<file path="src/rtl/udp_tx_pkg.sv">
// Shared definitions for the UDP digit transmitter: FSM encoding, payload byte map
// and default frame length.
package udp_tx_pkg;

  typedef enum logic [1:0] {
    ST_IDLE = 2'd0,
    ST_REQ  = 2'd1,
    ST_SEND = 2'd2,
    ST_GAP  = 2'd3
  } state_t;

  localparam int VAL_B0 = 0;
  localparam int VAL_B1 = 1;
  localparam int VAL_B2 = 2;
  localparam int VAL_B3 = 3;
  localparam int SEQ_HI = 4;
  localparam int SEQ_LO = 5;

  localparam int DEFAULT_PAYLOAD_LEN = 8;

endpackage

</file>
<file path="src/rtl/udp_tx_payload_mux.sv">
// Byte-index to payload byte select: value MSB-first, then sequence number, then zero fill.
module udp_tx_payload_mux
  import udp_tx_pkg::*;
#(
  parameter int IDX_W = 4
) (
  input  logic [IDX_W-1:0] idx_i,
  input  logic [31:0]      value_i,
  input  logic [15:0]      seq_i,
  output logic [7:0]       byte_o
);

  always_comb begin
    byte_o = 8'h00;
    case (32'(idx_i))
      VAL_B0:  byte_o = value_i[31:24];
      VAL_B1:  byte_o = value_i[23:16];
      VAL_B2:  byte_o = value_i[15:8];
      VAL_B3:  byte_o = value_i[7:0];
      SEQ_HI:  byte_o = seq_i[15:8];
      SEQ_LO:  byte_o = seq_i[7:0];
      default: byte_o = 8'h00;
    endcase
  end

endmodule

</file>
<file path="src/rtl/udp_tx_digits.sv">
// Sends a captured 32-bit value as a fixed-length UDP payload via the app_tx port.
// Optional periodic sending is enabled with the UDP_TX_AUTO_EN macro.
module udp_tx_digits
  import udp_tx_pkg::*;
#(
  parameter int PAYLOAD_LEN = DEFAULT_PAYLOAD_LEN,
  parameter int REQ_TIMEOUT = 1_000_000,
`ifdef UDP_TX_AUTO_EN
  parameter int AUTO_PERIOD = 125_000_000,
`endif
  parameter int IFG_CYCLES  = 16
) (
  input  logic        clk,
  input  logic        reset,
  input  logic        send_start,
  input  logic [31:0] send_value,
  input  logic        udp_tx_ready,
  input  logic        app_tx_ack,
  output logic        app_tx_data_request,
  output logic        app_tx_data_valid,
  output logic [7:0]  app_tx_data,
  output logic [15:0] app_tx_data_length,
  output logic        busy,
  output logic        tx_done,
  output logic        tx_timeout,
  output logic [15:0] seq_num,
  output logic [1:0]  dbg_state
);

  localparam int BW = $clog2(PAYLOAD_LEN + 1);
  localparam int TW = $clog2(REQ_TIMEOUT + 1);
  localparam int GW = $clog2(IFG_CYCLES + 1);
  localparam logic [BW-1:0] LAST_BYTE = BW'(PAYLOAD_LEN - 1);
  localparam logic [TW-1:0] TMO_LAST  = TW'(REQ_TIMEOUT - 1);
  localparam logic [GW-1:0] GAP_LAST  = GW'(IFG_CYCLES - 1);

  state_t        state_q, state_d;
  logic          pending_q, pending_d;
  logic [31:0]   value_q, value_d;
  logic [15:0]   seq_q, seq_d;
  logic [BW-1:0] byte_q, byte_d;
  logic [TW-1:0] tmo_q, tmo_d;
  logic [GW-1:0] gap_q, gap_d;
  logic          tx_done_q, tx_done_d;
  logic          tx_timeout_q, tx_timeout_d;

  logic          trig, grant, accept, send_last, req_tmo;
  logic [7:0]    mux_byte;

`ifdef UDP_TX_AUTO_EN
  localparam int PW = $clog2(AUTO_PERIOD + 1);
  localparam logic [PW-1:0] PER_LAST = PW'(AUTO_PERIOD - 1);
  logic [PW-1:0] per_q, per_d;
  logic          auto_trig;

  assign auto_trig = (per_q == PER_LAST);
  assign per_d     = auto_trig ? '0 : per_q + 1'b1;

  always_ff @(posedge clk) begin
    if (reset) per_q <= '0;
    else       per_q <= per_d;
  end

  assign trig = send_start | auto_trig;
`else
  assign trig = send_start;
`endif

  // Grant only counts while the stack reports ready; stray acks are ignored.
  assign grant     = app_tx_ack & udp_tx_ready;
  assign accept    = (state_q == ST_IDLE) && (trig || pending_q);
  assign send_last = (state_q == ST_SEND) && (byte_q == LAST_BYTE);
  assign req_tmo   = (state_q == ST_REQ) && !grant && (tmo_q == TMO_LAST);

  always_ff @(posedge clk) begin
    if (reset) state_q <= ST_IDLE;
    else       state_q <= state_d;
  end

  always_comb begin
    state_d = state_q;
    case (state_q)
      ST_IDLE: if (accept) state_d = ST_REQ;
      ST_REQ: begin
        if (grant)        state_d = ST_SEND;
        else if (req_tmo) state_d = ST_GAP;
      end
      ST_SEND: if (send_last) state_d = ST_GAP;
      ST_GAP:  if (gap_q == GAP_LAST) state_d = ST_IDLE;
      default: state_d = ST_IDLE;
    endcase
  end

  // A trigger arriving on the accepting IDLE cycle is kept pending only when
  // the accept itself was caused by an earlier pending request.
  always_comb begin
    pending_d    = (state_q == ST_IDLE) ? (pending_q & trig) : (pending_q | trig);
    value_d      = accept ? send_value : value_q;
    seq_d        = send_last ? seq_q + 16'd1 : seq_q;
    byte_d       = (state_q == ST_SEND) ? byte_q + 1'b1 : '0;
    tmo_d        = (state_q == ST_REQ) ? tmo_q + 1'b1 : '0;
    gap_d        = (state_q == ST_GAP) ? gap_q + 1'b1 : '0;
    tx_done_d    = send_last;
    tx_timeout_d = req_tmo;
  end

  always_ff @(posedge clk) begin
    if (reset) begin
      pending_q    <= 1'b0;
      value_q      <= '0;
      seq_q        <= '0;
      byte_q       <= '0;
      tmo_q        <= '0;
      gap_q        <= '0;
      tx_done_q    <= 1'b0;
      tx_timeout_q <= 1'b0;
    end else begin
      pending_q    <= pending_d;
      value_q      <= value_d;
      seq_q        <= seq_d;
      byte_q       <= byte_d;
      tmo_q        <= tmo_d;
      gap_q        <= gap_d;
      tx_done_q    <= tx_done_d;
      tx_timeout_q <= tx_timeout_d;
    end
  end

  udp_tx_payload_mux #(.IDX_W(BW)) u_mux (
    .idx_i   (byte_q),
    .value_i (value_q),
    .seq_i   (seq_q),
    .byte_o  (mux_byte)
  );

  always_comb begin
    app_tx_data_request = (state_q == ST_REQ);
    app_tx_data_valid   = (state_q == ST_SEND);
    app_tx_data         = (state_q == ST_SEND) ? mux_byte : 8'h00;
    busy                = (state_q != ST_IDLE);
  end

  assign app_tx_data_length = 16'(PAYLOAD_LEN);
  assign tx_done            = tx_done_q;
  assign tx_timeout         = tx_timeout_q;
  assign seq_num            = seq_q;
  assign dbg_state          = state_q;

endmodule
</file>
<file path="config.mk">
export PLATFORM = sky130hd
export DESIGN_NAME = udp_tx_digits
export DESIGN_NICKNAME = d
export VERILOG_FILES = /design/src/rtl/udp_tx_pkg.sv /design/src/rtl/udp_tx_payload_mux.sv /design/src/rtl/udp_tx_digits.sv
export SDC_FILE = /design/constraint.sdc
export NUM_CORES = 1
export LEC_CHECK = 0
export ABC_CLOCK_PERIOD_IN_PS = 1710
export BUFFER_PORTS_ARGS = -buffer_cell sky130_fd_sc_hd__buf_2
export CAP_MARGIN = 20
export CORE_MARGIN = 3
export CORE_UTILIZATION = 30
export CTS_BUF_LIST = sky130_fd_sc_hd__clkbuf_2
export DETAILED_ROUTE_END_ITERATION = 10
export PLACE_DENSITY = 0.56
export SYNTH_ARGS = -nofsm -noshare
export SYNTH_HDL_FRONTEND = slang
export SYNTH_SLANG_ARGS = --single-unit
</file>
<file path="constraint.sdc">
create_clock -name clk -period 1.71 [get_ports clk]
set_input_delay 0.2565 -clock clk [delete_from_list [all_inputs] [get_ports clk]]
set_output_delay 0.2565 -clock clk [all_outputs]
set_load 0.01 [all_outputs]
</file>
## Yosys cells after proc, flatten, opt, wreduce, memory -nomap -nowiden

Cells that the tools add are included.

- $add $sub $neg: 4
- Eq/ne operators: 15
- Mux-type cells: 9
- Bitwise gates (word level): 6
- Reduce and logical (&&, ||, !) cells: 13

Operators with widths:

| kind | number |
|---|---|
| $pmux 8 s6 | 1 |
| $add 20x1->20 const B | 1 |
| $eq 20x20->1 const B | 1 |
| $add 16x1->16 const B | 1 |
| $eq 4x3->1 const B | 3 |
| $mux 2 | 5 |
| $eq 4x2->1 const B | 2 |
| $mux 8 | 1 |
| $pmux 2 s4 | 1 |
| $reduce_or 2->1 | 3 |
| $add 5x1->5 const B | 1 |
| $eq 5x4->1 const B | 1 |
| $add 4x1->4 const B | 1 |
| $eq 2x2->1 const B | 2 |
| $eq 4x1->1 const B | 1 |
| $logic_and 1x1->1 | 4 |
| $logic_not 4->1 | 1 |
| $ne 2x2->1 const B | 2 |
| $reduce_and 4->1 | 1 |
| $ne 3x1->1 const B | 1 |
| $not 1->1 | 3 |
| $and 1x1->1 | 2 |
| $eq 2x1->1 const B | 1 |
| $logic_not 2->1 | 1 |
| 6 further kinds | 6 |

- Register bits after elaboration: 82
- Input port bits: 37
- Output and inout bits: 47
- Word-level logic and storage cells: 56

## Longest topological paths before layout

Gate-level depths: netlist of the first run.

- Depth in word-level cells: 7
- Depth in mapped cells: 7
- Depth with buffers taken out: 7

## By module

A second synthesis of the first run with hierarchy kept.

- Cell total of the unflattened synthesis: 478
- Area, all modules: 4012.6 um^2

By module, submodules not included:

| module | instances | cells each | area an instance (um^2) | sequential area each (um^2) |
|---|---|---|---|---|
| udp_tx_digits | 1 | 429 | 3563.4 | 1641.6 |
| udp_tx_payload_mux | 1 | 49 | 449.2 | 0.0 |

## Least setup slack after synthesis of the first run

OpenSTA, ideal clock, no wires.

- Kind: register to register
- Start: reg state_q[0] (netlist: dbg_state[0])
- End: reg seq_q[15] (netlist: seq_num[15])
- Library setup time: 0.070 ns
- Data arrival time: 1.855 ns
- Required time: 1.640 ns
- Setup slack: -0.215 ns
- Stages on the path, launching flop included: 8
- Buffers on the path: 1
- Period minus slack after synthesis: 1.925 ns
- Path through: dfxtp_1 -> inv_1 -> ha_1 -> and4b_1 -> buf_2 -> nand2_1 -> or4_1 -> a21oi_1

- Word-level cells in the longest chain between the ends: 2

Ends and longest elaborated chain:

| element | line | source |
|---|---|---|
| start, declared | udp_tx_digits.sv:37 | `state_t state_q, state_d;` |
| start signal, assigned | udp_tx_digits.sv:77 | `else state_q <= state_d;` |
| $eq 2x2->1 | -- |  |
| named net app_tx_data_valid | udp_tx_digits.sv:20 | `output logic app_tx_data_valid,` |
| $logic_and 1x1->1 | udp_tx_digits.sv:72 | `assign send_last = (state_q == ST_SEND) && (byte_q == LAST_BYTE);` |
| end signal, assigned | udp_tx_digits.sv:120 | `seq_q <= seq_d;` |
| end, declared | udp_tx_digits.sv:40 | `logic [15:0] seq_q, seq_d;` |

The timed path passes the listed nets, and every way through them passes these cells.
A chain may end at the register's enable or synchronous reset.

## Worst setup path after layout of the first run

- Start: reg byte_q[1]
- End: out app_tx_data[7]

- Word-level cells in the longest chain between the ends: 3
- Elaborated cells between the ends (all ways): 8
- Those cells by class: eq/ne: 5; mux: 2; reduce/logical: 1

Ends and longest elaborated chain:

| element | line | source |
|---|---|---|
| start, declared | udp_tx_digits.sv:41 | `logic [BW-1:0] byte_q, byte_d;` |
| start signal, assigned | udp_tx_digits.sv:121 | `byte_q <= byte_d;` |
| $eq 4x3->1, or another cell as far along | udp_tx_payload_mux.sv:15 | `case (32'(idx_i))` |
| $pmux 8 s6 * | udp_tx_payload_mux.sv:15 |  |
| $mux 8 * | udp_tx_digits.sv:139 | `app_tx_data = (state_q == ST_SEND) ? mux_byte : 8'h00;` |
| end, declared | udp_tx_digits.sv:21 | `output logic [7:0] app_tx_data,` |

Every way passes the cells marked *; elsewhere a longest branch is shown, timed or not.

==> out/metrics.yaml, run 1 <==
cts_htree_levels: 3
grt_pass1_wl_um: 17040
setup_slack_ns: -0.6182
drtIter0Drc: 238
p_per_area_nw_per_um2: 947.9
crit_path_end_kind: "output port"
power_frac_seq_pct: 44.2
synth_top_area_cell: "dfxtp_1"
slew_viol_final: 0
vias_per_cell: 4.742
fmax_ghz: 0.4295
grt_max_degree: 35
ant_nets: 0
reg2reg_to: "dbg_state[0]"
die_height_um: 119.2
cts_tree: "built"
run_status: "finished, violations left"
yosysSeqAreaShare_pct: 42.68
busiest_layer: "met2"
worst_r2r_path_depth: 8
io_buffers: 67
p_comb_share_pct: 34.7
violations: "setup timing"
total_power_mw: 5.206
hold_class: "in -> reg"
clkPwrFrac_pct: 21.1
grtUsageMet2_pct: 23.98
path_clk_slew_ns: 0.25
antennaDiodeCount: 0
gr-total-overflow: 0
rsz0062_at_grt: "yes"
grt_usage_pct: 14.90
avgSynthCellArea_um2: 8.289
root_buffer: "clkbuf_2"
ios: 84
min_to: "value_q[26]"
crit_fanout: 8
die_w_um: 119.2
synthTopCellsByArea: "dfxtp_1 43%, nand2_1 8.5%, a21oi_1 7.7%"
timing.final.crit_share_pct: 136.2
async_flop_share_pct: 0
finalSetupViolCount: 22
syn-cell-area_um2: 3846
netlist.area_leader.share_pct: 42.68
drtPass1Iterations: 4
yosys_warnings: 0
die_area_um2: 14220
ir_drop_uv: 624.4
p_leak_nw: 2.225
cap_viol_max_count: 0
coreArea_um2: 12260
vias: 3737
met3_usage_pct: 3.229
grt_pass1_vias: 3484
ys.flop_type: "dfxtp_1"
gp_congestion: 0.8368
preCtsSetupSlack_ns: -0.08606
synth_edf_count: 0
yosys_register_bits: 82
critPathKind: "reg -> out"
r2r-start: "dbg_state[1]"
final_nets: 665
holdPathStages: 4
drive_gt1_share_pct: 32.90
area_delta_synth_final_pct: 42.78
cts_sinks: 82
worst-r2r-setup-slack_ns: -0.17
post-route-drc-count: 0
use_met1_pct: 19.75
critPathRequiredTime_ns: 1.45
wl_per_cell_um: 13.71
numCtsBuffers: 9
initial_core_util_pct: 31.37
clockBufferDepth: 2
finClkSkew_ns: 0.02961
ys_types: 51
rows: 40
fin_setup_tns_ns: -5.104
antenna_found_initial: 0
p_switching_mw: 1.857
min_period_ns: 2.328
power.internal_mw: 3.349
arrival_ns: 2.07
detailed_place_hpwl_um: 7497
fill_cells: 1243
hp-start: "send_value[26]"
swShare_pct: 35.67
hold_viol_final: 0
syn_inst: 464
fin_area_um2: 5492
post_dp_cell_area_um2: 4647
start_kind: "register"
worstSkewPairLatency_ns: 0.58
drt_wl_total_um: 10810
[how the worst max path moves through the flow]
stage / from / end / cells past startpoint
after global placement: tmo_q[11] / dbg_state[1] / 4
after floorplan: tmo_q[0] / dbg_state[0] / 6
after detailed placement: tmo_q[11] / dbg_state[0] / 4
after CTS: byte_q[1] / app_tx_data[7] / 6
after global routing: byte_q[0] / app_tx_data[3] / 5
final: byte_q[1] / app_tx_data[7] / 6
[state kept, by name (all words and copies together), names as in the netlist]
| register | count |
|---|---|
| pending_q | 1 |
| tmo_q | 20 |
| value_q | 32 |
| dbg_state | 2 |
| gap_q | 5 |
| tx_done | 1 |
| tx_timeout | 1 |
| seq_num | 16 |
| byte_q | 4 |
[synthesized netlist by cell type (2+ instances only)]
cell / number
nand2_1: 87
dfxtp_1: 82
a21oi_1: 59
nor2_1: 34
clkbuf_1: 19
xor2_1: 18
buf_4: 16
ha_1: 12
nand3_1: 12
inv_1: 11
nand4_1: 10
a222oi_1: 8
and3_1: 7
o21ai_0: 7
a211oi_1: 6
o31ai_1: 6
or4_1: 6
nand2b_1: 5
or3_1: 5
xnor2_1: 5
mux2i_1: 4
and2_1: 3
and4_1: 3
buf_1: 3
or2b_2: 3
a21boi_0: 2
a32oi_1: 2
conb_1: 2
mux2_2: 2
nor2b_1: 2
o21a_1: 2
or2_2: 2
[worst max-delay path, cell delays in order, from the launching register on]
cell      delay, ns
dfxtp_4        0.42
ha_4           0.16
buf_6          0.13
a222oi_1       0.39
or2_4          0.19
a21oi_2        0.05
buf_2          0.15
[layout by cell type, fill, tap and decap left out, types with 4 or more instances in the layout]
| master | Yosys | layout |
|---|---|---|
| nand3_1 | 12 | 8 |
| nand4_1 | 10 | 10 |
| buf_4 | 16 | 52 |
| dfxtp_1 | 82 | 76 |
| o21ai_0 | 7 | 7 |
| conb_1 | 2 | 16 |
| nor2_1 | 34 | 33 |
| a21oi_1 | 59 | 53 |
| or4_4 | 0 | 4 |
| nand3_2 | 0 | 4 |
| buf_6 | 0 | 14 |
| a211oi_1 | 6 | 5 |
| clkbuf_2 | 0 | 9 |
| a21oi_2 | 0 | 6 |
| xnor2_1 | 5 | 5 |
| inv_1 | 11 | 6 |
| or3_1 | 5 | 5 |
| inv_6 | 0 | 4 |
| ha_4 | 0 | 7 |
| a222oi_1 | 8 | 8 |
| nand2b_1 | 5 | 5 |
| nand2_1 | 87 | 84 |
| and3_1 | 7 | 7 |
| buf_2 | 1 | 64 |
| dlygate4sd3_1 | 0 | 36 |
| mux2i_1 | 4 | 4 |
| o31ai_1 | 6 | 5 |
| xor2_1 | 18 | 18 |
[repair_timing]
action / in CTS / in global routing
pin swaps: 11 / 18
hold buffers: 36 / 1
gates resized for setup: 32 / 38
endpoints found under the hold margin: 34 / 1
buffers inserted: 8 / 6
setup endpoints to repair: 15 / 24
[stage by stage]
| step | hold WS (ns) | cells | utilization [%] |
|---|---|---|---|
| 2_1_floorplan | 0.3925 | 478 | - |
| 3_3_place_gp | 0.4264 | 723 | 37.90 |
| 3_5_place_dp | 0.4389 | 723 | 37.90 |
| 4_1_cts | 0.04224 | 782 | 43.37 |
| 5_1_grt | 0.3734 | 788 | 44.79 |
| 6_report | 0.4097 | 788 | 44.79 |
[kinds of logic after synthesis]
group | after synthesis | synth area share, %
compound gates | 98 | 15.65
xor+xnor | 23 | 5.237
fa+ha+maj | 12 | 3.904
buf+inv | 51 | 6.831
flops | 82 | 42.68
mux | 6 | 1.627
other cells | 2 | 0.1953
simple gates | 190 | 23.88
[per-layer routing]
layer	vias to the layer above	part of all wire [%]	wire (um)
li1	1887	-	-
met1	1764	46	4999
met2	74	48	5171
met3	12	4.4	475
met4	0	1.5	159
met5	-	0	0
[power groups by stage]
stage	Clock [mW]	Sequential, mW	Combinational, mW
5_1_grt	1.23	2.33	1.99
3_5_place_dp	0	2.33	1.42
2_1_floorplan	0	2.29	0.929
3_3_place_gp	0	2.33	1.39
4_1_cts	1.13	2.29	1.75
6_report	1.10	2.30	1.81
[layout make-up]
type	count	area [um2]	share of cell area [%]
Sequential cell	82	1657	30.17
Multi-Input combinational cell	345	2206	40.17
Timing Repair Buffer	167	1249	22.74
Clock inverter	6	73.82	1.344
Clock buffer	9	45.04	0.8202
Tap cell	168	210.2	3.828
Inverter	11	51.30	0.9342
Power figures use the tool's default switching activity.
==> inputs of run 2 (changes only) <==
--- a/config.mk
+++ b/config.mk
@@ -14,2 +14,3 @@
 export DETAILED_ROUTE_END_ITERATION = 10
+export GPL_TIMING_DRIVEN = 0
 export PLACE_DENSITY = 0.56
--- a/constraint.sdc
+++ b/constraint.sdc
@@ -3,2 +3,2 @@
 set_output_delay 0.2565 -clock clk [all_outputs]
-set_load 0.01 [all_outputs]
+set_load 0.05 [all_outputs]
==> run 2 against run 1 <==
Effect of this change:
- final area up 0.75%
- critical endpoint is now app_tx_data[3]
- combinational power up 23%
- power up 9.5%
- the run still ends with setup timing left
- clock power up 8%
- count of clock-buffer cells in the layout up 1
- non-clock buffer count down 14
- global-route usage down 0.14 points
- die area unchanged
- routed wire length down 4.2%
==> out/metrics.yaml, run 2 (synthesis gave the netlist of run 1 again) <==
drive_gt1_share_pct: 32.78  # -0.12 points
cts_htree_levels: 3  # unchanged
die_height_um: 119.2  # unchanged
hold_viol_final: 0  # unchanged
grt_max_degree: 15  # -57%
gp_congestion: 0.8248  # -1.4%
finalSetupViolCount: 12  # -45%
cts_sinks: 82  # unchanged
relSlewSlack_pct: 54.89
rsz0062_at_grt: "yes"
hold_class: "in -> reg"
antenna_found_initial: 0  # unchanged
worstSetupEndpoint: "app_tx_data[3]"
coreArea_um2: 12260  # unchanged
grt_usage_pct: 14.76  # -0.14 points
setup_slack_ns: -0.7853  # -0.1671 ns
grt_pass1_wl_um: 17060  # +0.16%
regArea_um2: 1697  # +2.4%
p_per_area_nw_per_um2: 1031  # +8.7%
critPathRequiredTime_ns: 1.45  # about the same
post_dp_cell_area_um2: 4673  # +0.57%
regMostFlops: "value_q"
arrival_ns: 2.24  # +0.17 ns
multi_input_area_um2: 2258  # +2.4%
fin_area_um2: 5533  # +0.75%
worst_pin_slew_ns: 0.6767
run_status: "finished, violations left"
crit_start: "byte_q[0]"
ios: 84  # unchanged
ant_nets: 0  # unchanged
timing.final.crit_share_pct: 145.9  # +9.8 points
critPathKind: "reg -> out"
die_w_um: 119.2  # unchanged
worst_r2r_path_depth: 4  # -4
die_area_um2: 14220  # unchanged
vias_per_cell: 4.719  # -0.50%
root_buffer: "clkbuf_2"
p_leak_nw: 2.135  # -4.0%
drtPass1Iterations: 5  # +1
numCtsBuffers: 9  # unchanged
final_nets: 651  # -2.1%
reg2reg_to: "dbg_state[0]"
crit_path_end_kind: "output port"
fin_setup_tns_ns: -6.025  # -0.9204 ns
post-route-drc-count: 0  # unchanged
io_buffers: 67  # unchanged
finClkSkew_ns: 0.03493  # +0.005325 ns
cap_viol_max_count: 0  # unchanged
worst-r2r-setup-slack_ns: -0.19  # -0.02 ns
drt_wl_total_um: 10350  # -4.2%
ir_drop_uv: 444.9  # -29%
initial_core_util_pct: 31.37  # unchanged
path_clk_slew_ns: 0.23  # -0.02 ns
fill_cells: 1182  # -4.9%
drtIter0Drc: 181  # -24%
cts_tree: "built"
worstSkewPairLatency_ns: 0.55  # -0.03 ns
largest_register_ffs: 32  # unchanged
fmax_ghz: 0.4008  # -6.7%
layout_common_cells: "85 x nand2_1, 58 x dfxtp_1, 55 x a21oi_1, 55 x buf_2, 34 x dlygate4sd3_1"
gr-total-overflow: 0  # unchanged
crit_fanout: 8  # unchanged
slew_viol_final: 0  # unchanged
area_delta_synth_final_pct: 43.85
antennaDiodeCount: 0  # unchanged
wl_per_cell_um: 13.35  # -2.6%
clockBufferDepth: 2  # unchanged
final_common_cell: "nand2_1"
detailed_place_hpwl_um: 7373  # -1.6%
violations: "setup timing"
r2r-start: "tmo_q[11]"
rows: 40  # unchanged
min_period_ns: 2.495  # +0.1671 ns
vias: 3657  # -2.1%
start_kind: "register"
grt_pass1_vias: 3480  # -0.11%
run 2: final cells by class:
| class | instances | share of cell area (%) |
|---|---|---|
| multi-input combinational | 345 | 40.82 |
| sequential | 82 | 30.66 |
| timing repair buffer | 115 | 15.90 |
| buffer | 38 | 5.314 |
| tap | 168 | 3.799 |
| clock inverter | 6 | 1.651 |
| inverter | 11 | 0.9498 |
| clock buffer | 10 | 0.9046 |
run 2: repair_timing:
| action | 4_1_cts | 5_1_grt |
|---|---|---|
| gates resized for setup | 44 | 55 |
| pin swaps | 12 | 11 |
| setup buffers | 9 | 4 |
| setup endpoints to repair | 29 | 62 |
| hold endpoints to repair | 34 | 0 |
| gates cloned | 1 | 0 |
| hold buffers | 34 | 0 |
run 2: worst max-delay path, cell delays in order, from the launching register on:
cell	delay, ns
dfxtp_4	0.44
inv_2	0.06
ha_2	0.25
a222oi_1	0.64
a211oi_4	0.14
buf_6	0.18
run 2: how the worst min path moves through the flow:
stage	cells after the start	end	from
after floorplan	2	value_q[31]	send_value[31]
after global placement	1	tmo_q[0]	tmo_q[0]
after detailed placement	1	tmo_q[0]	tmo_q[0]
after CTS	4	tx_timeout	udp_tx_ready
after global routing	4	tx_timeout	udp_tx_ready
final	4	tx_timeout	udp_tx_ready
run 2: power breakdown:
group          internal (mW)  switching (mW)
sequential              2.13           0.149
clock                  0.496           0.698
combinational          0.938            1.29
total                   3.57            2.14
run 2: metal layers:
layer  GRT usage, %  routed length [um]  part of all wire (%)
met1          18.60                4635                    45
met2          24.94                5100                    49
met3          3.419                 474                   4.6
met4          4.634                 136                   1.3
met5              0                   0                     0
run 2: stage by stage:
step	setup WS (ns)	instances	hold slack [ns]	power, mW	utilization [%]
finish	-0.7853	775	0.05039	5.702	45.12
global route	-0.9043	775	0.009905	6.075	45.12
CTS	-0.8326	772	0.04155	5.617	43.84
detailed placement	-0.3205	713	0.4316	4.046	38.11
global placement	-0.2958	713	0.4216	4.012	38.11
floorplan	-0.08062	478	0.3925	3.649	-
==> inputs of run 3 (changes only) <==
Settings changed: ABC_CLOCK_PERIOD_IN_PS 1710 to 2220, CORE_UTILIZATION 30 to 39, PLACE_DENSITY 0.56 to 0.68.
Clock period 1.71 ns to 2.22 ns, I/O delays scaled along.
==> run 3 against run 2 <==
Effect of this change:
- non-clock buffer count decreased by 17
- register-to-register slack improved by 0.39 ns
- global-route usage increased by 2.7 points
- the run still ends with setup timing left
- final area decreased by 9.3%
- routed wire length decreased by 6.1%
- combinational power decreased by 40%
- core utilization increased by 8.2 points
- critical path type unchanged
- critical path depth unchanged
==> out/metrics.yaml, run 3 (synthesis gave the netlist of run 1 again) <==
run_status: "finished, violations left"
violations: "setup timing"
crit_fanout: 5  # -3
finClkSkew_ns: 0.02463  # -0.01030 ns
start_kind: "register"
regMostFlops: "value_q"
total_power_mw: 3.765  # -34%
numCtsBuffers: 9  # unchanged
vias_per_cell: 5.014  # +6.3%
drt_wl_total_um: 9713  # -6.1%
fin_setup_tns_ns: -1.635  # +4.390 ns
p_per_area_nw_per_um2: 750.0  # -27%
use_met1_pct: 22.75  # +4.2 points
die_height_um: 105.3  # -12%
post-route-drc-count: 0  # unchanged
timing.final.crit_share_pct: 113.6
coreArea_um2: 9415  # -23%
grt_pass1_wl_um: 15920  # -6.7%
gp_congestion: 0.7858  # -4.7%
holdPathStages: 3  # -1
cap_viol_max_count: 0  # unchanged
antennaDiodeCount: 0  # unchanged
p_leak_nw: 1.953  # -8.5%
cts_htree_levels: 3  # unchanged
wl_per_cell_um: 13.51  # +1.2%
antenna_found_initial: 0  # unchanged
drtIter0Drc: 172  # -5.0%
hold_class: "in -> reg"
die_w_um: 105.3  # -12%
min_period_ns: 2.521
largest_register_ffs: 32  # unchanged
grt_pass1_vias: 3325  # -4.5%
busiest_layer: "met2"
initial_core_util_pct: 40.85  # +9.5 points
min_to: "value_q[8]"
hold_viol_final: 0  # unchanged
crit_path_end_kind: "output port"
die_area_um2: 11090  # -22%
cts_sinks: 82  # unchanged
cts_tree: "built"
relSlewSlack_pct: 53.77  # -1.1 points
critPathKind: "reg -> out"
grtUsageMet2_pct: 28.73  # +3.8 points
ant_nets: 0  # unchanged
clockBufferDepth: 2  # unchanged
ios: 84  # unchanged
gr-total-overflow: 0  # unchanged
met3_usage_pct: 4.593  # +1.2 points
worst-r2r-setup-slack_ns: 0.20  # +0.39 ns
worst_pin_slew_ns: 0.6934  # +0.01666 ns
layout_common_cells: "87 x nand2_1, 77 x dfxtp_1, 61 x buf_2"
worst_r2r_path_depth: 7  # +3
grt_usage_pct: 17.48  # +2.7 points
ir_drop_uv: 439.0  # -1.3%
fmax_ghz: 0.3966
final_common_cell: "nand2_1"
rsz0062_at_grt: "yes"
fin_area_um2: 5020  # -9.3%
setup_slack_ns: -0.3015  # +0.4838 ns
detailed_place_hpwl_um: 7012  # -4.9%
rows: 35  # -13%
path_clk_slew_ns: 0.21  # -0.02 ns
worstSkewPairLatency_ns: 0.51  # -0.04 ns
final_nets: 634  # -2.6%
io_buffers: 67  # unchanged
r2r-start: "dbg_state[0]"
area_delta_synth_final_pct: 30.51
post_dp_cell_area_um2: 4496  # -3.8%
slew_viol_final: 0  # unchanged
reg2reg_to: "seq_num[15]"
finalSetupViolCount: 8  # -4
hp-start: "send_value[8]"
vias: 3605  # -1.4%
grt_max_degree: 15  # unchanged
root_buffer: "clkbuf_2"
critPathRequiredTime_ns: 1.89  # +0.44 ns
drive_gt1_share_pct: 24.24  # -8.5 points
arrival_ns: 2.19  # -0.05 ns
drtPass1Iterations: 6  # +1
postLayoutCoreUtil_pct: 53.32  # +8.2 points
-- run 3: worst max-delay path by stage --
stage / from / end / cells past startpoint
floorplan: dbg_state[0] / seq_num[15] / 7
global placement: byte_q[0] / app_tx_data[7] / 6
detailed placement: byte_q[0] / app_tx_data[7] / 6
CTS: byte_q[1] / app_tx_data[2] / 5
global route: byte_q[0] / app_tx_data[2] / 5
finish: byte_q[0] / app_tx_data[2] / 5
-- run 3: metal layers --
metal,part of all wire [%],vias up
met3,5.5,14
met4,1.8,0
met2,48,106
met5,0,-
li1,-,1822
met1,44,1663
-- run 3: repair_timing --
item / in CTS / in global routing
pin swaps: 9 / 8
setup buffers: 1 / 0
endpoints found under the setup margin: 8 / 27
endpoints found under the hold margin: 24 / 5
gates resized for setup: 34 / 12
hold buffers: 24 / 5
gates cloned: 1 / 0
-- run 3: per-stage QoR --
stage	instances	hold WS (ns)	setup WS, ns
floorplan	478	0.4129	0.03857
global placement	674	0.4225	0.004803
detailed placement	674	0.4357	-0.02996
CTS	715	0.0009344	-0.3692
global route	719	0.01185	-0.3875
finish	719	0.06400	-0.3015
-- run 3: area by class of cell --
| class | count | area [um2] |
|---|---|---|
| Inverter | 11 | 41.29 |
| Clock buffer | 9 | 45.04 |
| Clock inverter | 7 | 46.29 |
| Timing Repair Buffer | 98 | 683.2 |
| Fill cell | 865 | 4395 |
| Buffer | 38 | 255.2 |
| Multi-Input combinational cell | 345 | 2135 |
| Sequential cell | 82 | 1653 |
| Tap cell | 129 | 161.4 |
-- run 3: critical path, cell delays in order, from the launching register on --
cell and delay [ns]:
dfxtp_4 0.42, ha_4 0.17, buf_8 0.12, a222oi_1 0.65, a211oi_4 0.14, buf_6 0.18
-- run 3: power by group --
group / leakage (nW) / internal [mW] / total, mW / switching, mW
registers: 0.669 / 1.64 / 1.77 / 0.126
logic: 1.22 / 0.461 / 1.34 / 0.876
clock network: 0.0654 / 0.146 / 0.660 / 0.513
total: 1.95 / 2.25 / 3.77 / 1.51
